<file path="config.mk">
export PLATFORM = sky130hd
export DESIGN_NAME = vga_dither_out
export DESIGN_NICKNAME = d
export VERILOG_FILES = /design/src/rtl/vga_pkg.sv /design/src/rtl/vga_quant2.sv /design/src/rtl/vga_dither_out.sv
export SDC_FILE = /design/constraint.sdc
export NUM_CORES = 1
export LEC_CHECK = 0
export ABC_AREA = 1
export ABC_CLOCK_PERIOD_IN_PS = 1550
export CAP_MARGIN = 20
export CORE_MARGIN = 2
export CORE_UTILIZATION = 55
export CTS_CLUSTER_DIAMETER = 200
export DETAILED_ROUTE_END_ITERATION = 7
export DONT_BUFFER_PORTS = 1
export GPL_ROUTABILITY_DRIVEN = 0
export MAX_ROUTING_LAYER = met4
export PLACE_DENSITY = 0.84
export SLEW_MARGIN = 15
export SYNTH_ARGS = -nofsm -noshare
export SYNTH_HDL_FRONTEND = slang
export SYNTH_SLANG_ARGS = --single-unit
</file>
<file path="constraint.sdc">
create_clock -name clk -period 1.55 [get_ports clk]
set_input_delay 0.3875 -clock clk [delete_from_list [all_inputs] [get_ports clk]]
set_output_delay 0.3875 -clock clk [all_outputs]
set_load 0.01 [all_outputs]
</file>
<file path="src/rtl/vga_pkg.sv">
// vga_pkg: constants and types shared by the VGA output stage.
//   - BAYER          : 4x4 ordered-dither threshold table, [row = y%4][col = x%4]
//   - bayer_lookup() : table access by the low two bits of vpos/hpos
//   - *_BIT / *_HI / *_LO : bit positions inside the TinyVGA PMOD byte
//   - col2_t         : 2-bit quantised colour channel
package vga_pkg;

   typedef logic [1:0] col2_t;

   localparam logic [3:0] BAYER [4][4] = '{
      '{4'd0,  4'd8,  4'd2,  4'd10},
      '{4'd12, 4'd4,  4'd14, 4'd6 },
      '{4'd3,  4'd11, 4'd1,  4'd9 },
      '{4'd15, 4'd7,  4'd13, 4'd5 }
   };

   // PMOD byte layout {hsync, B[0], G[0], R[0], vsync, B[1], G[1], R[1]}.
   // *_HI carries the channel MSB (bit 1), *_LO the LSB (bit 0).
   localparam int HSYNC_BIT = 7;
   localparam int VSYNC_BIT = 3;
   localparam int R_HI      = 0;
   localparam int G_HI      = 1;
   localparam int B_HI      = 2;
   localparam int R_LO      = 4;
   localparam int G_LO      = 5;
   localparam int B_LO      = 6;

   function automatic logic [3:0] bayer_lookup(input logic [1:0] y, input logic [1:0] x);
      return BAYER[y][x];
   endfunction

endpackage

</file>
<file path="src/rtl/vga_quant2.sv">
// vga_quant2: combinational 8-bit to 2-bit colour quantiser with a 4-bit
// dither threshold.
//   c : 8-bit channel value
//   t : threshold 0..15
//   q : (c*3 + t*16 + 8) >> 8, always 0..3
// The sum peaks at 765 + 240 + 8 = 1013, so 10 bits hold it without
// saturation and the top two bits are the result.
module vga_quant2
   import vga_pkg::*;
(
   input  logic [7:0] c,
   input  logic [3:0] t,
   output col2_t      q
);

   logic [9:0] sum;

   always_comb begin
      sum = ({2'b00, c} * 10'd3) + {2'b00, t, 4'b0000} + 10'd8;
      q   = sum[9:8];
   end

endmodule

</file>
<file path="src/rtl/vga_dither_out.sv">
// vga_dither_out: output stage driving the TinyVGA PMOD.
// Two register stages; everything sampled at cycle N is on pmod_out at N+2.
//   Stage 1: colour (input or test bars), dither threshold, display_on, syncs.
//   Stage 2: quantised colour, blanking and syncs packed into the PMOD byte.
// Ports:
//   clk, reset                    : pixel clock, synchronous active-high reset
//   hsync_in, vsync_in, display_on: timing from the sync generator (active-high)
//   hpos, vpos                    : current pixel position
//   r_in, g_in, b_in              : 8-bit colour of the current pixel
//   dither_en, temporal_en        : Bayer threshold enable, odd-frame inversion
//   pattern_en                    : replace colour with colour bars
//   pmod_out                      : packed PMOD byte
//   frame_odd                     : frame parity, toggled by each vsync rising edge
// Parameters:
//   INVERT_SYNC : 1 inverts hsync/vsync at the pins
//   BAR_SHIFT   : bar index = hpos[BAR_SHIFT+2:BAR_SHIFT]
module vga_dither_out
   import vga_pkg::*;
#(
   parameter int INVERT_SYNC = 0,
   parameter int BAR_SHIFT   = 6
) (
   input  logic       clk,
   input  logic       reset,
   input  logic       hsync_in,
   input  logic       vsync_in,
   input  logic       display_on,
   input  logic [9:0] hpos,
   input  logic [9:0] vpos,
   input  logic [7:0] r_in,
   input  logic [7:0] g_in,
   input  logic [7:0] b_in,
   input  logic       dither_en,
   input  logic       temporal_en,
   input  logic       pattern_en,
   output logic [7:0] pmod_out,
   output logic       frame_odd
);

   // Syncs are stored in true polarity; inversion is a fixed XOR at the pin
   // so every register still clears to 0.
   localparam logic [7:0] SYNC_MASK = (INVERT_SYNC != 0)
      ? ((8'd1 << HSYNC_BIT) | (8'd1 << VSYNC_BIT)) : 8'd0;

   // ---------------- frame parity ----------------
   logic vsync_prev;

   always_ff @(posedge clk) begin
      if (reset) begin
         vsync_prev <= 1'b0;
         frame_odd  <= 1'b0;
      end else begin
         vsync_prev <= vsync_in;
         if (vsync_in && !vsync_prev)
            frame_odd <= ~frame_odd;
      end
   end

   // ---------------- stage 1 ----------------
   logic [2:0] bar;
   logic [3:0] bayer;
   logic [7:0] r_sel, g_sel, b_sel;
   logic [3:0] t_next;

   always_comb begin
      bar   = hpos[BAR_SHIFT+2 -: 3];
      bayer = bayer_lookup(vpos[1:0], hpos[1:0]);
      if (pattern_en) begin
         r_sel = bar[2] ? 8'd255 : 8'd0;
         g_sel = bar[1] ? 8'd255 : 8'd0;
         b_sel = bar[0] ? 8'd255 : 8'd0;
      end else begin
         r_sel = r_in;
         g_sel = g_in;
         b_sel = b_in;
      end
      if (!dither_en)
         t_next = 4'd8;
      else if (temporal_en && frame_odd)
         t_next = 4'd15 - bayer;
      else
         t_next = bayer;
   end

   logic [7:0] r_s1, g_s1, b_s1;
   logic [3:0] t_s1;
   logic       de_s1, hs_s1, vs_s1;

   always_ff @(posedge clk) begin
      if (reset) begin
         r_s1  <= 8'd0;
         g_s1  <= 8'd0;
         b_s1  <= 8'd0;
         t_s1  <= 4'd0;
         de_s1 <= 1'b0;
         hs_s1 <= 1'b0;
         vs_s1 <= 1'b0;
      end else begin
         r_s1  <= r_sel;
         g_s1  <= g_sel;
         b_s1  <= b_sel;
         t_s1  <= t_next;
         de_s1 <= display_on;
         hs_s1 <= hsync_in;
         vs_s1 <= vsync_in;
      end
   end

   // ---------------- stage 2 ----------------
   col2_t q_r, q_g, q_b;

   vga_quant2 u_quant_r (.c(r_s1), .t(t_s1), .q(q_r));
   vga_quant2 u_quant_g (.c(g_s1), .t(t_s1), .q(q_g));
   vga_quant2 u_quant_b (.c(b_s1), .t(t_s1), .q(q_b));

   logic [7:0] pmod_next;
   logic [7:0] pmod_s2;

   always_comb begin
      pmod_next            = 8'd0;
      pmod_next[HSYNC_BIT] = hs_s1;
      pmod_next[VSYNC_BIT] = vs_s1;
      // Colour is blanked outside the visible area; syncs always pass.
      if (de_s1) begin
         pmod_next[R_HI] = q_r[1];
         pmod_next[G_HI] = q_g[1];
         pmod_next[B_HI] = q_b[1];
         pmod_next[R_LO] = q_r[0];
         pmod_next[G_LO] = q_g[0];
         pmod_next[B_LO] = q_b[0];
      end
   end

   always_ff @(posedge clk) begin
      if (reset)
         pmod_s2 <= 8'd0;
      else
         pmod_s2 <= pmod_next;
   end

   assign pmod_out = pmod_s2 ^ SYNC_MASK;

endmodule
</file>
# Word level (Yosys, flattened, before mapping)
# Index checks and enable logic that the tools add are counted.
# totals
ff_bits,40
elab_cells,47
output_inout_bits,9
input_bits,52
# classes
reduce_logical,5
addsub,7
multipliers,3
mux,14
n_lt_le_gt_ge,2
bitwise,5
# op_table
operator,n
$mux 8,6
$bmux 16 s2,1
$mux 16,2
$add 10x4->10 const B,3
$add 10x8->10,3
$mul 8x2->10 const B,3
$mux 4,4
$bmux 4 s2,1
$ge 3x3->1 const B,2
$not 2->3,2
$reduce_or 2->1,2
$sub 4x4->4 const A,1
$not 1->1,3
$logic_and 1x1->1,2
$logic_not 1->1,1

# Depth between registers and ports, before layout
# logic_depth
word_depth,10
depth_mapped,10

# Hierarchy
# From an unflattened synthesis, not the netlist that was laid out.
# unflattened
cells_unflattened,291
hier_area_um2,2277.2
# modules_own_cells
mod,area_per_inst_um2,cells_per_inst,instances
vga_dither_out,1286.2,147,1
vga_quant2,330.3,48,3

# Least setup slack after synthesis
# OpenSTA, ideal clock, no wires.
# synth_path
path_kind,register to register
start,register g_s1[6]
end,register pmod_s2[5] (netlist: pmod_out[5])
arrival_time_ps,1573
setup_slack_ps,-138
path_buffers,0
path_stages_with_launch,9
cell_sequence,dfxtp_1 fa_1 ha_1 nand2_1 inv_1 a21oi_1 nand3_1 nand2_1 nor2_1
# synth_via
elab_chain_cells,3
# synth_rtl
item,line_no,source
"start, declared",vga_dither_out.sv:85,"logic [7:0] r_s1, g_s1, b_s1;"
"start signal, assigned",vga_dither_out.sv:100,g_s1 <= g_sel;
$mul 8x2->10,vga_quant2.sv:19,"sum = ({2'b00, c} * 10'd3) + {2'b00, t, 4'b0000} + 10'd8;"
$add 10x8->10,vga_quant2.sv:19,
$add 10x4->10,vga_quant2.sv:19,
"end signal, assigned",vga_dither_out.sv:138,pmod_s2 <= pmod_next;
"end, declared",vga_dither_out.sv:117,logic [7:0] pmod_s2;
# Every way passes these cells.
# A chain may end at the register's enable or synchronous reset.

# Worst setup path after layout
# layout_path
start,register b_s1[6]
end,register pmod_s2[6] (netlist: pmod_out[6])
# layout_via
elab_chain_cells,3
# layout_rtl
item,line_no,source
"start, declared",vga_dither_out.sv:85,
"start signal, assigned",vga_dither_out.sv:101,b_s1 <= b_sel;
$mul 8x2->10,vga_quant2.sv:19,
$add 10x8->10,vga_quant2.sv:19,
$add 10x4->10,vga_quant2.sv:19,
# Every way passes these cells.

==> summary.md <==
| Metric | Value |
|---|---|
| Status | `finished with violations` |
| Failing checks | `setup timing` |
| Logic pwr share | `23.3%` |
| Worst Hold Path EP | `r_s1[5]` |
| Library cells used by synthesis | `18` |
| CP cell instances | `fa_1 -> ha_4 -> nand2_4 -> nor2_1 -> nand2_1 -> a21oi_1 -> nor2_1` |
| Crit path largest cell delay | `530 ps` |
| Startpoint types | `flip-flop` |
| Ant diodes | `0` |
| CP max FO | `3` |
| Port bufs | `0` |
| Worst Skew | `8.517 ps` |
| Top cell type's share of synthesized area | `36.10%` |
| Vias in the first global route | `1,811` |
| Core area | `3943 µm²` |
| Cts bufs inserted | `5` |
| CTS tree | `done` |
| Die area | `4558 µm²` |
| Synth-to-layout area growth | `17.65%` |
| Final hold viol count | `0` |
| DRT iter0 DRCs | `137` |
| Num rows | `23` |
| Overflow after GRT | `0` |
| First-pass GRT wire length | `7576 µm` |
| Leakage power total | `0.001194 µW` |
| Power density cells | `1025 nW/µm²` |
| Worst EP required | `1750 ps` |
| CP max-delay cell | `fa_1` |
| Clk root buf | `clkbuf_8` |
| Reg-to-reg slack, setup | `-200 ps` |
| Slew Limit Fails | `0` |
| Setup slack after layout | `-201.2 ps` |
| Layout cells sized above 1 | `18.25%` |
| Crit end category | `flip-flop` |
| Final ANT Viol Nets | `0` |
| # DRC | `0` |
| GR Util All Layers | `24.02%` |
| HPWL Detailed | `3397 µm` |
| Hold crit path type | `in -> reg` |
| Syn_nets | `368` |
| Hold Startpoint | `reset` |
| P_int | `1898 µW` |
| Reg2Reg Depth | `7` |
| Vias | `1,804` |
| Clk slew on worst S/H paths | `80 ps` |
| Hold Slack | `140.4 ps` |
| Synth top area cells | `dfxtp_1 (36%), ha_1 (14%), nand2_1 (13%)` |
| P_sw | `777.9 µW` |
| Post-Syn Area | `2218 µm²` |
| Worst-margin pin slew | `314.4 ps` |
| Switch share | `29.08%` |
| Filler instances | `311` |
| Setup TNS | `-983.2 ps` |
| Crit Path Class | `reg -> reg` |
| R2r endpoint | `pmod_out[6]` |
| Initial antenna violation count | `0` |
| Syn Inst Count | `280` |
| H-tree depth | `2` |
| Die Wd | `67.51 µm` |
| Final period util | `113.0%` |
| Most common cell on crit path | `nor2_1` |
| Mapped Avg Cell Area | `7.923 µm²` |
| Die Ht | `67.51 µm` |
| RSZ-0062 raised after global routing | `yes` |
| CTS max path bufs | `2` |
| Initial Util | `56.27%` |
| Worst skew pair latency | `300 ps` |
| Nets | `372` |
| Ports | `61` |
| Post-CTS setup buffers | `0` |
| Fmax | `0.5710 GHz` |
| Fin crit period | `1751 ps` |
| Reg2reg start | `b_s1[6]` |
| Clock sink count | `40` |
| Avg WL per Cell | `14.45 µm` |
| 1st-pass router iterations | `4` |
| Worst Hold Path Cells | `1` |
| Seq cells post-synth | `40` |
| MaxCap Viol Count | `0` |
| Dominant cell type by area after synthesis | `dfxtp_1` |
| Yosys warns | `0` |
| Worst IR drop on VDD | `0.7159 mV` |
| Power share of the sequential group | `42.9%` |
| Largest net degree at the start of global routing | `32` |
| Slew headroom | `78.99%` |
| Crit path arrival time | `1950 ps` |
| Drt via density | `5.385` |
| Final wirelength | `4840 µm` |
| Endpoints failing setup | `6` |
| Post-synthesis sequential area ratio | `36.10%` |
| Clk pwr share | `33.8%` |
cell usage in the layout (no fill, tap or decap), types with 9 or more instances in the layout:
cell type  instances
a21oi_1           36
dfxtp_1           28
ha_4               9
ha_1              15
fa_1              12
nand2_2            9
inv_1             36
nor2_1            19
nand2_1           66
registers in the layout, indices dropped and copies added (netlist names):
register   count
b_s1           8
g_s1           8
pmod_out       8
r_s1           8
t_s1           4
de_s1          1
frame_odd      1
hs_s1          1
vs_s1          1
Yosys cell counts:
master	n
inv_1	39
a21oi_1	41
fa_1	12
a21oi_2	1
clkbuf_1	2
dfxtp_1	40
nand3_1	7
or2_1	1
nand2_2	1
o21a_1	3
xor2_1	3
buf_1	1
nor2_1	20
xnor2_1	1
o21ai_0	6
nand2_1	76
ha_1	24
buf_2	2
critical path, delay by kind of cell, from the launching register on:
kind,cells,cell delay [ps]
compound gates,1,140
fa+ha+maj,2,850
flops,1,360
simple gates,4,320
area by class of cell:
type / count / area [µm²] / share of cell area [%]
Clock buffer: 6 / 82.58 / 3.164
Clock inverter: 2 / 38.79 / 1.486
Inverter: 39 / 151.4 / 5.801
Multi-Input combinational cell: 196 / 1419 / 54.36
Sequential cell: 40 / 828.3 / 31.74
Tap cell: 50 / 62.56 / 2.397
Timing Repair Buffer: 2 / 27.53 / 1.055
power by group through the flow:
stage	logic, µW	clock network (µW)	registers, µW
after floorplan	363	0	1160
after global placement	420	0	1170
after detailed placement	442	0	1170
after CTS	535	905	1150
after global routing	699	957	1160
final	624	905	1150
metrics by stage:
stage	total power, µW	worst slack (ps)	std cells	util [%]	instance area, µm²
3_5_place_dp	1617	-259.8	327	58.58	2310
6_report	2676	-201.2	335	66.20	2610
5_1_grt	2813	-292.4	335	66.20	2610
2_1_floorplan	1521	-67.27	280	-	2241
4_1_cts	2587	-192.6	335	64.52	2544
3_3_place_gp	1590	-206.4	327	58.58	2310
per-layer routing:
layer	wire (µm)	track usage, %	vias to the layer above
met2	2432	41.91	79
met1	1873	24.68	817
met5	0	-	-
met3	406	7.333	16
met4	128	10.71	0
li1	-	-	892
timing repair:
item                       CTS  global route
setup endpoints to repair    6             6
pin swaps                    4             7
hold buffers                 0             0
resized for setup           21            18
cell families after synthesis:
family | synth area share [%]
DFF | 36.10
AOI/OAI and AO/OA | 12.01
adders and majority gates | 24.37
and+or+nand+nor | 18.39
xor gates and xnor gates | 1.580
buffers and inverters | 7.558
how the worst max path moves through the flow:
stage | start | to | slack, ps | depth (start not counted)
global placement | t_s1[0] | pmod_out[2] | -210 | 6
finish | b_s1[6] | pmod_out[6] | -200 | 7
CTS | t_s1[3] | pmod_out[6] | -190 | 8
floorplan | r_s1[6] | pmod_out[4] | -70 | 8
detailed placement | t_s1[0] | pmod_out[6] | -260 | 7
global route | g_s1[6] | pmod_out[5] | -290 | 7
Note: power is estimated with default switching activity, not from simulation.
